===== src/rtl/maze_ctrl.sv =====
// maze_ctrl : sequencer for the maze generator.
//   Loads a seed, pulses the generator reset for two cycles, then waits for
//   gen_done under a watchdog. On completion the size x size maze is captured
//   into a local snapshot and streamed out one row per valid/ready beat.
//   On a watchdog timeout the seed is advanced through a 16-bit Galois LFSR
//   and the generation is retried, up to MAX_RETRY times, before flagging
//   timeout_err.
// Ports:
//   clk, rst            clock, asynchronous active-high reset
//   start               begin a generation (IDLE only)
//   seed_load, seed_in  load the seed register (IDLE only; zero maps to SEED_INIT)
//   gen_rst, gen_seed   generator reset and seed
//   gen_done, gen_maze  generator completion level and maze (row y at [y*size +: size])
//   row_valid/ready     row stream handshake
//   row_data/idx/last   current row, its index, last-row flag
//   busy                high in any state other than IDLE
//   timeout_err         sticky, cleared by the next accepted start
//   retry_cnt           retries used in the current/last run, saturates at 15
module maze_ctrl #(
   parameter int          size      = 16,
   parameter int          N         = $clog2(size),
   parameter int          TIMEOUT   = 4096,
   parameter int          MAX_RETRY = 3,
   parameter logic [15:0] SEED_INIT = 16'hACE1
) (
   input  logic                   clk,
   input  logic                   rst,
   input  logic                   start,
   input  logic                   seed_load,
   input  logic [15:0]            seed_in,
   output logic                   gen_rst,
   output logic [15:0]            gen_seed,
   input  logic                   gen_done,
   input  logic [size*size-1:0]   gen_maze,
   output logic                   row_valid,
   input  logic                   row_ready,
   output logic [size-1:0]        row_data,
   output logic [N-1:0]           row_idx,
   output logic                   row_last,
   output logic                   busy,
   output logic                   timeout_err,
   output logic [3:0]             retry_cnt
);

   localparam int              WD_W     = $clog2(TIMEOUT) + 1;
   localparam logic [WD_W-1:0] WD_LAST  = WD_W'(TIMEOUT - 1);
   localparam logic [N-1:0]    ROW_LAST = N'(size - 1);

   typedef enum logic [2:0] {
      S_IDLE,
      S_GRST,
      S_RUN,
      S_CAPT,
      S_STREAM
   } state_t;

   state_t                r_state;
   state_t                w_state_nxt;

   logic [15:0]           r_seed;
   logic [WD_W-1:0]       r_wdog;
   logic                  r_grst_cnt;   // 0 on first GRST cycle, 1 on second
   logic [3:0]            r_retry;
   logic                  r_timeout_err;
   logic [size*size-1:0]  r_snap;
   logic [N-1:0]          r_row_idx;

   logic                  w_timeout;
   logic                  w_can_retry;
   logic                  w_accept;
   logic                  w_last;
   logic [15:0]           w_lfsr_raw;
   logic [15:0]           w_lfsr;

   // gen_done on the final watchdog cycle wins over the timeout
   assign w_timeout   = (r_state == S_RUN) && !gen_done && (r_wdog == WD_LAST);
   assign w_can_retry = int'(r_retry) < MAX_RETRY;
   assign w_last      = (r_row_idx == ROW_LAST);
   assign w_accept    = (r_state == S_STREAM) && row_ready;
   assign w_lfsr_raw  = {1'b0, r_seed[15:1]} ^ (r_seed[0] ? 16'hB400 : 16'h0000);
   assign w_lfsr      = (w_lfsr_raw == '0) ? SEED_INIT : w_lfsr_raw;

   // state register
   always_ff @(posedge clk or posedge rst) begin
      if (rst) r_state <= S_IDLE;
      else     r_state <= w_state_nxt;
   end

   // next-state logic
   always_comb begin
      w_state_nxt = r_state;
      case (r_state)
         S_IDLE:   if (start) w_state_nxt = S_GRST;
         S_GRST:   if (r_grst_cnt) w_state_nxt = S_RUN;
         S_RUN: begin
            if (gen_done)       w_state_nxt = S_CAPT;
            else if (w_timeout) w_state_nxt = w_can_retry ? S_GRST : S_IDLE;
         end
         S_CAPT:   w_state_nxt = S_STREAM;
         S_STREAM: if (w_accept && w_last) w_state_nxt = S_IDLE;
         default:  w_state_nxt = S_IDLE;
      endcase
   end

   // output logic
   always_comb begin
      gen_rst   = (r_state == S_IDLE) || (r_state == S_GRST);
      row_valid = (r_state == S_STREAM);
      row_last  = (r_state == S_STREAM) && w_last;
      busy      = (r_state != S_IDLE);
      row_data  = '0;
      if (r_state == S_STREAM) row_data = r_snap[int'(r_row_idx)*size +: size];
   end

   assign gen_seed    = r_seed;
   assign row_idx     = r_row_idx;
   assign timeout_err = r_timeout_err;
   assign retry_cnt   = r_retry;

   // datapath registers
   always_ff @(posedge clk or posedge rst) begin
      if (rst) begin
         r_seed        <= SEED_INIT;
         r_wdog        <= '0;
         r_grst_cnt    <= 1'b0;
         r_retry       <= '0;
         r_timeout_err <= 1'b0;
         r_snap        <= '0;
         r_row_idx     <= '0;
      end else begin
         case (r_state)
            S_IDLE: begin
               if (seed_load) r_seed <= (seed_in == '0) ? SEED_INIT : seed_in;
               if (start) begin
                  r_timeout_err <= 1'b0;
                  r_retry       <= '0;
                  r_wdog        <= '0;
                  r_grst_cnt    <= 1'b0;
               end
            end
            S_GRST: begin
               r_grst_cnt <= ~r_grst_cnt;
               r_wdog     <= '0;
            end
            S_RUN: begin
               if (!gen_done) begin
                  if (w_timeout) begin
                     r_wdog     <= '0;
                     r_grst_cnt <= 1'b0;
                     if (w_can_retry) begin
                        r_seed <= w_lfsr;
                        if (r_retry != 4'hF) r_retry <= r_retry + 4'd1;
                     end else begin
                        r_timeout_err <= 1'b1;
                     end
                  end else begin
                     r_wdog <= r_wdog + 1'b1;
                  end
               end
            end
            S_CAPT: begin
               r_snap    <= gen_maze;
               r_row_idx <= '0;
            end
            S_STREAM: begin
               if (w_accept) r_row_idx <= w_last ? '0 : r_row_idx + 1'b1;
            end
            default: ;
         endcase
      end
   end

endmodule


===== config.mk =====
export PLATFORM = sky130hd
export DESIGN_NAME = maze_ctrl
export DESIGN_NICKNAME = d
export VERILOG_FILES = /design/src/rtl/maze_ctrl.sv
export SDC_FILE = /design/constraint.sdc
export NUM_CORES = 1
export LEC_CHECK = 0
export ABC_CLOCK_PERIOD_IN_PS = 9850
export BUFFER_PORTS_ARGS = -buffer_cell sky130_fd_sc_hd__buf_2
export CORE_MARGIN = 2
export CORE_UTILIZATION = 49
export CTS_BUF_LIST = sky130_fd_sc_hd__clkbuf_8 sky130_fd_sc_hd__clkbuf_16
export CTS_CLUSTER_DIAMETER = 50
export DETAILED_ROUTE_END_ITERATION = 16
export PLACE_DENSITY = 0.8
export SYNTH_ARGS = -nofsm -noshare
export SYNTH_HDL_FRONTEND = slang
export SYNTH_SLANG_ARGS = --single-unit

===== constraint.sdc =====
create_clock -name clk -period 9.85 [get_ports clk]
set_input_delay 1.97 -clock clk [delete_from_list [all_inputs] [get_ports clk]]
set_output_delay 1.97 -clock clk [all_outputs]
set_load 0.1 [all_outputs]

Word level (Yosys, flattened, before mapping) --
Index checks and enable logic that the tools add are counted.
Storage, ports and cells: RAM bits 0, memories kept 0, output and inout bits 45, word-level logic and storage cells 91, memory bits (read-only) 0, input port bits 278, flip-flop bits (word level) 298, latch bits 0
Operators by class: $add $sub $neg 3, equal/unequal tests 18, multiply operators 0, shifts and indexed selects 1, reduce and logical (&&, ||, !) cells 21, magnitude comparators 1, muxes and demuxes 37, bitwise operators 2, divide/modulo/power cells 0
Operators with widths (count):
- 256-bit by 9-bit indexed part select with 16-bit output | 1
- 16-bit 2-to-1 mux | 8
- 13-bit 2-to-1 mux | 3
- 13-bit one-hot mux with 3 select lines | 1
- 16-bit zero test | 2
- 16-bit one-hot mux with 2 select lines | 1
- 4-bit 2-to-1 mux | 7
- 4-bit one-hot mux with 2 select lines | 2
- 15-bit by 16-bit XOR with 16-bit output | 1
- 3-bit 2-to-1 mux | 5
- 3-bit one-hot mux with 5 select lines | 1
- 2-bit inequality test (second input constant) | 7
- 13-bit by 1-bit adder with 13-bit output (second input constant) | 1
- 13-bit by 12-bit == test with 1-bit output (second input constant) | 1
- 5-bit AND reduction | 2
- 4-bit by 1-bit adder with 4-bit output (second input constant) | 2
- 4-bit AND reduction | 2
- 1-bit 2-to-1 mux | 7
- 3-bit by 2-bit == test with 1-bit output (second input constant) | 2
- 2-bit by 1-bit inequality test with 1-bit output (second input constant) | 3
- 6-bit AND reduction | 1
- 3-bit nonzero test | 2
- 1-bit logical AND | 5
- 4-bit == test (second input constant) | 1
- other kinds (14) | 15

Longest topological paths before layout --
Gate-level depths: netlist of run 1.
word-level depth 8, gate-level depth with buffers 8, depth with buffers taken out 6

Worst setup path before layout of run 1 --
Ideal clock, no wire load.
path type register to output, start point register r_row_idx[1], in the netlist row_idx[1], end point output row_data[0], arrival time 2.939 ns, required time 7.880 ns, path slack 4.941 ns, cell stages (with the launch flop) 6, buffers on the path 2, cell sequence dfrtp_1 buf_2 clkbuf_1 mux4_2 mux4_2 and2_1
On the way: cells in the longest elaborated chain, start to end 2
Ends and longest elaborated chain:
- start: declaration | RTL line 66 | logic [N-1:0] r_row_idx;
- start signal: assignment | RTL line 166 | if (w_accept) r_row_idx <= w_last ? '0 : r_row_idx + 1'b1;
- 256-bit by 9-bit indexed part select with 16-bit output | RTL line 112 | if (r_state == S_STREAM) row_data = r_snap[int'(r_row_idx)*size +: size];
- 16-bit 2-to-1 mux | RTL line 112
- end: declaration | RTL line 37 | output logic [size-1:0] row_data,
No other way between the ends.

Worst setup path in the final report of run 1 --
start point register r_row_idx[0], in the netlist row_idx[0], end point output row_data[8]
Same word-level chain as after synthesis.

==> results.py, run 1 <==
metrics = {
    "status": {
        "status": "completed",
    },
    "yosys": {
        "syn_avg_cell_area_um2": 15.10,
        "synth_top_area_share_pct": 52.87,
        "synthTopCellsByArea": "dfrtp_1 (53%), mux2_2 (21%), mux4_2 (13%), dfstp_2 (1.5%), buf_2 (0.98%)",
        "yosysSeqAreaShare_pct": 54.40,
        "synth.distinct_cells": 48,
        "synth_nets": 1190,
        "synth_edf_count": 0,
        "synth_top_area_cell": "dfrtp_1",
        "async_flop_share_pct": 100.0,
        "netlist_area_um2": 13730,
        "yosys_warnings": 0,
        "ys.flop_type": "dfrtp_1",
        "syn_inst": 909,
        "synth-seq-cells": 298,
    },
    "place": {
        "dp_hpwl_um": 28280,
        "place_area_um2": 15610,
        "place_congestion": 0.9131,
        "portBuffers": 322,
        "placed_cells": 1557,
    },
    "final_layout": {
        "area_growth_pct": 22.60,
        "final_cells": 1631,
        "drive_gt1_share_pct": 59.60,
        "final_common_cell": "buf_2",
        "final_area_um2": 16830,
        "final_cell_mix": "buf_2 (322), dfrtp_1 (288), mux2_2 (257)",
        "fin_nets": 1499,
    },
    "timing": {
        "timing.final.crit_share_pct": 56.88,
        "finalClockSkew_ns": 0.01413,
        "fin_tns_setup_ns": 0,
        "rsz0062_at_grt": "no",
        "slew_headroom_pct": 27.52,
        "fmax_mhz": 178.5,
        "setup_viol": 0,
        "drv_slew": 0,
        "worst_pin_slew_ns": 1.087,
        "hold_viol_final": 0,
        "post-route-min-period_ns": 5.603,
    },
    "setup_path": {
        "cp-startpoint": "row_idx[0]$_DFFE_PP0P_",
        "crit_type": "reg2out",
        "r2r-start": "r_state[2]$_DFFE_PP0P_",
        "cpMostUsedCell": "mux4_2",
        "cp-end-kind": "primary output",
        "cpPeakStageDelay_ns": 0.85,
        "path_cells": "buf_4, mux4_2, mux4_2, and2_1, buf_2",
        "start_kind": "register",
        "cp.required_ns": 7.88,
        "crit_path_top_delay_cell": "dfrtp_4",
        "critPathMaxFanout": 38,
        "cp.arrival_ns": 3.63,
    },
    "clock_network": {
        "cts_hold_buffers": 0,
        "cts-root-buf": "clkbuf_16",
        "cts.sinks": 298,
        "post_cts_resized": 0,
        "path_clk_slew_ns": 0.06,
        "clk_path_buf_depth": 3,
        "cts_tree": "built",
        "htreeDepth": 2,
        "cts_setup_buffers": 0,
        "clkLatencyLatePin_ns": 0.50,
        "numCtsBuffers": 37,
    },
    "global_route": {
        "busiest_layer": "met2",
        "overflow": 0,
        "antenna_found_initial": 16,
        "grt_use_met1_pct": 36.38,
        "use_met3_pct": 7.087,
        "grt_pass1_vias": 9606,
        "met2_usage_pct": 41.51,
        "grt_max_degree": 204,
        "grt_pass1_wl_um": 56710,
        "grt.total_usage_pct": 26.46,
    },
    "pwr": {
        "powerDensity_nw_per_um2": 350.9,
        "fin_total_pwr_w": 0.005905,
        "peakVddDrop_v": 0.0001944,
        "p_leak_nw": 7.517,
    },
    "floorplan": {
        "num_rows": 61,
        "io-pin-count": 323,
        "fp.dieW_um": 171.4,
        "initial_core_util_pct": 49.55,
        "design.die.area_um2": 29370,
        "core_um2": 27710,
        "die_y_um": 171.4,
    },
    "routing": {
        "drc": 0,
        "viasPerCell": 5.719,
        "vias": 9327,
        "first_iter_violations": 775,
        "wirelength_um": 38230,
        "ant_nets": 0,
        "avgRoutedWirePerCell_um": 23.44,
        "drt-pass1-iter-count": 5,
    },
    "hold_path": {
        "hold_class": "reg2reg",
        "min_from": "gen_seed[5]$_DFFE_PP1P_",
    },
    "flow_run": {
        "cap_violations": 0,
    },
}
-- registers in the layout, indices dropped and copies added, names as in the netlist --
name / flops
timeout_err: 1
r_state: 3
retry_cnt: 4
r_grst_cnt: 1
r_wdog: 13
row_idx: 4
r_snap: 256
gen_seed: 16
-- cells by family after synthesis --
kind of cell / Yosys count / synth area share (%)
adders and majority gates: 3 / 0.2735
DFF: 298 / 54.40
xor gates and xnor gates: 4 / 0.2553
and+or+nand+nor: 123 / 4.722
AOI/OAI and AO/OA: 72 / 3.236
muxes: 345 / 34.79
buffers and inverters: 64 / 2.324
-- cell usage after synthesis (all sizes together) (9+ instances only) --
library cell  count
mux2            257
o21ai            34
and2             19
buf              33
clkbuf           26
mux4             80
nand2            35
nor2             12
dfrtp           290
nand3            16
nor3              9
-- where the power goes --
part / internal, W / leakage (nW) / switching [W]
combinational: 0.00117 / 3.39 / 0.00111
sequential: 0.00184 / 3.52 / 0.000487
clock: 0.000784 / 0.609 / 0.000519
-- stage by stage --
| stage | hold slack (ns) | util, % | setup WS (ns) |
|---|---|---|---|
| after floorplan | 0.4567 | - | 3.927 |
| after global placement | 0.4705 | 56.35 | 4.766 |
| after detailed placement | 0.4803 | 56.35 | 4.663 |
| after CTS | 0.4872 | 60.67 | 4.137 |
| after global routing | 0.5058 | 60.71 | 3.975 |
| final | 0.4860 | 60.74 | 4.247 |
-- final cells by class --
class	instances	area, um2
Fill cell	2152	10880
Sequential cell	298	7475
Multi-Input combinational cell	547	5953
Timing Repair Buffer	329	1689
Clock buffer	44	1045
Tap cell	378	473.0
Clock inverter	22	151.4
Inverter	5	22.52
Antenna cell	8	20.02
-- final timing paths --
check	cells past startpoint	to	slack [ns]
setup / recovery	5	row_data[8]	4.25
hold / removal	2	gen_seed[5]$_DFFE_PP1P_	0.49
setup reg to reg	4	r_snap[212]$_DFFE_PP0P_	6.99
hold reg to reg	2	gen_seed[5]$_DFFE_PP1P_	0.49
max in group asynchronous	4	r_snap[65]$_DFFE_PP0P_	6.65
min in group asynchronous	3	r_snap[75]$_DFFE_PP0P_	1.65
-- worst max-delay path: cells and delay by family, from the launching register on --
kind | cells | cell delay [ns]
muxes | 2 | 1.07
buffers and inverters | 2 | 0.97
and+or+nand+nor | 1 | 0.18
DFF | 1 | 0.85
-- layer usage --
layer	vias to the layer above	share of wire, %
li1	4050	-
met1	4753	42
met2	436	47
met3	72	8.0
met4	16	2.8
met5	-	0.25
Power figures use the tool's default switching activity.
==> run 2: changes to the inputs <==
ABC_CLOCK_PERIOD_IN_PS = 5100   (was 9850)
clock period = 5.1 ns   (was 9.85 ns; I/O delays follow)
==> run 2 against run 1 <==
Clock power rose by 91%. Cell count shrank 0.61%. Via count down 0.59%. Critical path depth unchanged. Flip-flop and latch count unchanged. Register-to-register slack got worse by 5.3 ns. Largest power group unchanged.
==> results.py, run 2 (synthesis results as in run 1) <==
metrics = {
    "status": {
        "status": "completed",
    },
    "final_layout": {
        "area_growth_pct": 22.49,
        "final_common_cell": "buf_2",
        "final_cells": 1621,
        "multi_input_area_um2": 5953,
        "drive_gt1_share_pct": 59.50,
        "register_area_um2": 7475,
        "final_cell_mix": "buf_2 (322), dfrtp_1 (288), mux2_2 (257)",
        "regMostFlops": "r_snap",
        "largest_reg_flops": 256,
        "fin_nets": 1498,
        "fill_cells": 2117,
    },
    "setup_path": {
        "worstReg2RegEnd": "r_snap[97]$_DFFE_PP0P_",
        "critPathMaxFanout": 38,
        "cp.arrival_ns": 3.26,
        "cp-startpoint": "row_idx[0]$_DFFE_PP0P_",
        "cp-end-kind": "primary output",
        "crit_family": "multiplexers",
        "crit_end": "row_data[6]",
        "crit_type": "reg2out",
        "cp.buffers_inverters": 2,
        "cpPeakStageDelay_ns": 0.86,
        "rrSetupSlack_ns": 1.70,
        "cp.required_ns": 4.08,
        "r2r-start": "r_state[2]$_DFFE_PP0P_",
        "worst_r2r_path_depth": 5,
        "start_kind": "register",
        "path_cells": "buf_12, mux4_2, mux4_2, and2_1, buf_2",
        "cpMostUsedCell": "mux4_2",
        "crit_path_top_delay_cell": "dfrtp_4",
        "cp.depth": 5,
    },
    "clock_network": {
        "cts_setup_buffers": 0,
        "htreeDepth": 2,
        "post_cts_resized": 0,
        "cts_tree": "built",
        "cts_hold_buffers": 0,
        "path_clk_slew_ns": 0.06,
        "clkLatencyLatePin_ns": 0.51,
        "cts-root-buf": "clkbuf_16",
        "cts.sinks": 298,
        "clk_path_buf_depth": 3,
        "numCtsBuffers": 35,
    },
    "routing": {
        "wirelength_um": 39870,
        "avgRoutedWirePerCell_um": 24.59,
        "first_iter_violations": 770,
        "vias": 9272,
        "drc": 0,
        "drt-pass1-iter-count": 5,
        "ant_nets": 0,
        "viasPerCell": 5.720,
    },
    "timing": {
        "fmax_mhz": 233.7,
        "drv_slew": 0,
        "finalClockSkew_ns": 0.01751,
        "fin_tns_setup_ns": 0,
        "worst_pin_slew_ns": 1.104,
        "post-route-min-period_ns": 4.278,
        "slew_headroom_pct": 26.41,
        "rsz0062_at_grt": "no",
        "hold_viol_final": 0,
        "setup_viol": 0,
        "timing.final.crit_share_pct": 83.89,
    },
    "pwr": {
        "powerDensity_nw_per_um2": 680.1,
        "peakVddDrop_v": 0.0004258,
        "p_leak_nw": 7.529,
    },
    "global_route": {
        "grt_max_degree": 148,
        "overflow": 0,
        "grt.total_usage_pct": 27.10,
        "antenna_found_initial": 7,
        "grt_pass1_wl_um": 57390,
        "grt_pass1_vias": 9353,
    },
    "place": {
        "place_congestion": 0.9157,
        "placed_cells": 1558,
        "portBuffers": 322,
        "dp_hpwl_um": 30160,
    },
    "floorplan": {
        "die_y_um": 171.4,
        "design.die.area_um2": 29370,
        "core_um2": 27710,
        "fp.dieW_um": 171.4,
        "num_rows": 61,
        "io-pin-count": 323,
        "initial_core_util_pct": 49.55,
    },
    "hold_path": {
        "hold_class": "reg2reg",
    },
    "flow_run": {
        "cap_violations": 0,
    },
}
-- run 2: worst min-delay path by stage --
stage	from	endpoint	depth (start not counted)
finish	gen_seed[5]$_DFFE_PP1P_	gen_seed[5]$_DFFE_PP1P_	2
floorplan	r_wdog[1]$_DFFE_PP0P_	r_wdog[1]$_DFFE_PP0P_	2
global route	r_snap[163]$_DFFE_PP0P_	r_snap[163]$_DFFE_PP0P_	1
global placement	r_wdog[1]$_DFFE_PP0P_	r_wdog[1]$_DFFE_PP0P_	2
detailed placement	gen_seed[5]$_DFFE_PP1P_	gen_seed[5]$_DFFE_PP1P_	2
CTS	gen_seed[5]$_DFFE_PP1P_	gen_seed[5]$_DFFE_PP1P_	2
-- run 2: final cells by class --
class,instances,share of cell area [%]
diodes,1,0.01488
clock buffers,45,6.095
clock inverters,17,0.8409
inverters,5,0.1339
multi-input cells,547,35.41
flip-flops and latches,298,44.46
well taps,378,2.813
repair buffers,330,10.24
-- run 2: power breakdown --
group	leakage (nW)	total, W	switching (W)	internal (W)
logic	3.40	0.00435	0.00209	0.00226
clock network	0.609	0.00248	0.000960	0.00152
registers	3.52	0.00461	0.00106	0.00355
total	7.53	0.0114	0.00411	0.00733
-- run 2: per-stage QoR --
step	power, W	hold WS, ns	util (%)	setup WS, ns	cell area, um2
detailed placement	0.008949	0.4773	56.47	1.299	15650
global placement	0.008833	0.4692	56.47	1.347	15650
global route	0.01195	0.5080	60.68	0.6220	16810
finish	0.01144	0.4827	60.69	0.8216	16810
CTS	0.01147	0.4852	60.68	0.7380	16810
floorplan	0.007801	0.4567	-	0.1275	13730
-- run 2: worst min-delay path, stage by stage (launching register included) --
cell	delay (ns)
dfstp_2	0.37
nand2_1	0.05
o21ai_1	0.05
-- run 2: layer usage --
| layer | up-vias | global-route usage, % | wire, um |
|---|---|---|---|
| li1 | 4035 | - | - |
| met1 | 4741 | 35.07 | 16100 |
| met2 | 411 | 43.58 | 18890 |
| met3 | 73 | 6.581 | 2996 |
| met4 | 12 | 12.31 | 1800 |
| met5 | - | 0 | 81 |
==> run 3: changes to the inputs <==
ABC_CLOCK_PERIOD_IN_PS = 3800   (was 5100)
clock period = 3.8 ns   (was 5.1 ns; I/O delays follow)
==> run 3 against run 2 <==
Critical path depth stayed put. Hold slack lost 0.11 ns. Combinational power increased by 41%. Non-clock buffer count increased by 12. Critical path type unchanged. Highest routed layer unchanged.
==> results.py, run 3 (synthesis results as in run 1) <==
metrics = {
    "clock_network": {
        "post_cts_resized": 0,
        "clk_path_buf_depth": 3,
        "htreeDepth": 2,
        "cts_tree": "built",
        "clkLatencyLatePin_ns": 0.51,
        "cts-root-buf": "clkbuf_16",
        "path_clk_slew_ns": 0.06,
        "cts.sinks": 298,
        "numCtsBuffers": 35,
    },
    "routing": {
        "ant_nets": 0,
        "vias": 9500,
        "first_iter_violations": 743,
        "drc": 0,
        "wirelength_um": 40360,
        "avgRoutedWirePerCell_um": 24.75,
        "drt-pass1-iter-count": 5,
        "viasPerCell": 5.825,
    },
    "final_layout": {
        "regMostFlops": "r_snap",
        "drive_gt1_share_pct": 60.00,
        "final_util_pct": 61.41,
        "final_cells": 1631,
        "area_growth_pct": 23.95,
        "multi_input_area_um2": 5953,
        "fin_nets": 1510,
        "final_common_cell": "buf_2",
        "largest_reg_flops": 256,
        "fill_cells": 2079,
        "register_area_um2": 7475,
        "final_cell_mix": "buf_2 (322), dfrtp_1 (288), mux2_2 (257)",
    },
    "floorplan": {
        "die_y_um": 171.4,
        "core_um2": 27710,
        "initial_core_util_pct": 49.55,
        "fp.dieW_um": 171.4,
        "num_rows": 61,
        "design.die.area_um2": 29370,
        "io-pin-count": 323,
    },
    "global_route": {
        "busiest_layer": "met2",
        "overflow": 0,
        "grt_pass1_wl_um": 59670,
        "grt_use_met1_pct": 36.15,
        "met2_usage_pct": 44.57,
        "grt_max_degree": 116,
        "antenna_found_initial": 9,
        "grt_pass1_vias": 9873,
        "use_met3_pct": 8.030,
        "grt.total_usage_pct": 28.04,
    },
    "setup_path": {
        "cp.buffers_inverters": 2,
        "critPathMaxFanout": 14,
        "start_kind": "register",
        "cp-end-kind": "primary output",
        "crit_type": "reg2out",
        "cpMostUsedCell": "mux4_2",
        "cp.arrival_ns": 2.90,
        "cp-startpoint": "row_idx[0]$_DFFE_PP0P_",
        "crit_path_top_delay_cell": "dfrtp_4",
        "crit_family": "multiplexers",
        "path_cells": "buf_4, mux4_2, mux4_2, and2_1, buf_2",
        "r2r-start": "r_state[1]$_DFFE_PP0P_",
        "cpPeakStageDelay_ns": 0.63,
        "cp.required_ns": 3.04,
    },
    "timing": {
        "hold_viol_final": 0,
        "worst_slack_ns": 0.1387,
        "finalClockSkew_ns": 0.02317,
        "fmax_mhz": 273.1,
        "rsz0062_at_grt": "no",
        "timing.final.crit_share_pct": 96.35,
        "setup_viol": 0,
        "post-route-min-period_ns": 3.661,
        "drv_slew": 0,
        "worst_pin_slew_ns": 0.8914,
        "slew_headroom_pct": 40.58,
    },
    "pwr": {
        "powerDensity_nw_per_um2": 916.4,
        "p_leak_nw": 7.601,
        "fin_total_pwr_w": 0.01559,
        "peakVddDrop_v": 0.0005262,
    },
    "hold_path": {
        "hold_class": "in2async",
    },
    "place": {
        "place_congestion": 0.8994,
        "dp_hpwl_um": 30790,
        "pre_cts_ws_ns": 0.5386,
        "portBuffers": 322,
        "placed_cells": 1569,
    },
    "status": {
        "status": "completed",
    },
    "flow_run": {
        "cap_violations": 0,
    },
}
[run 3: changes by cell type in the layout (fill, tap and decap cells not counted), moves of 2 or more]
| cell | before | now |
|---|---|---|
| inv_1 | 11 | 8 |
| clkbuf_8 | 9 | 7 |
| buf_4 | 4 | 7 |
| bufinv_16 | 2 | 4 |
| diode_2 | 1 | 3 |
| clkinvlp_4 | 1 | 4 |
| buf_12 | 4 | 12 |
| clkinv_2 | 6 | 2 |
[run 3: per-stage QoR]
stage          instance area, um2  TNS [ns]  hold WS, ns
6_report                    17020         0       0.3698
5_1_grt                     17010         0       0.4192
4_1_cts                     17010         0       0.3782
3_5_place_dp                15830         0       0.4774
3_3_place_gp                15830         0       0.4702
2_1_floorplan               13730   -264.64       0.4567
[run 3: path summary, 6_finish.rpt]
check                                            to  slack, ns  depth (start not counted)
setup / recovery                        row_data[7]       0.14                          5
max in group asynchronous  gen_seed[13]$_DFFE_PP1P_       2.38                          4
setup reg to reg           gen_seed[12]$_DFFE_PP0P_       1.42                          5
min in group clk            r_snap[181]$_DFFE_PP0P_       0.48                          2
hold reg to reg             gen_seed[7]$_DFFE_PP1P_       0.49                          2
hold / removal               r_snap[24]$_DFFE_PP0P_       0.37                          2
[run 3: power by group]
part / internal, W / total, W / switching [W]
clock: 0.00209 / 0.00339 / 0.00130
combinational: 0.00313 / 0.00614 / 0.00301
sequential: 0.00478 / 0.00606 / 0.00128
total: 0.0100 / 0.0156 / 0.00559
[run 3: layer usage]
| metal | share of wire [%] | up-vias |
|---|---|---|
| li1 | - | 4077 |
| met1 | 39 | 4862 |
| met2 | 47 | 453 |
| met3 | 9.3 | 96 |
| met4 | 4.3 | 12 |
| met5 | 0.20 | - |
[run 3: area by class of cell]
class,count,area share [%]
multi-input cells,547,34.99
clock buffers,42,5.714
repair buffers,342,11.26
inverters,5,0.1324
clock inverters,16,1.154
diodes,3,0.04412
well taps,378,2.780
flip-flops and latches,298,43.93
[run 3: timing repair]
action | 4_1_cts | 5_1_grt
endpoints found under the setup margin | 1 | 0
endpoints found under the hold margin | 0 | 0
setup buffers | 1 | 0
hold buffers | 0 | 0
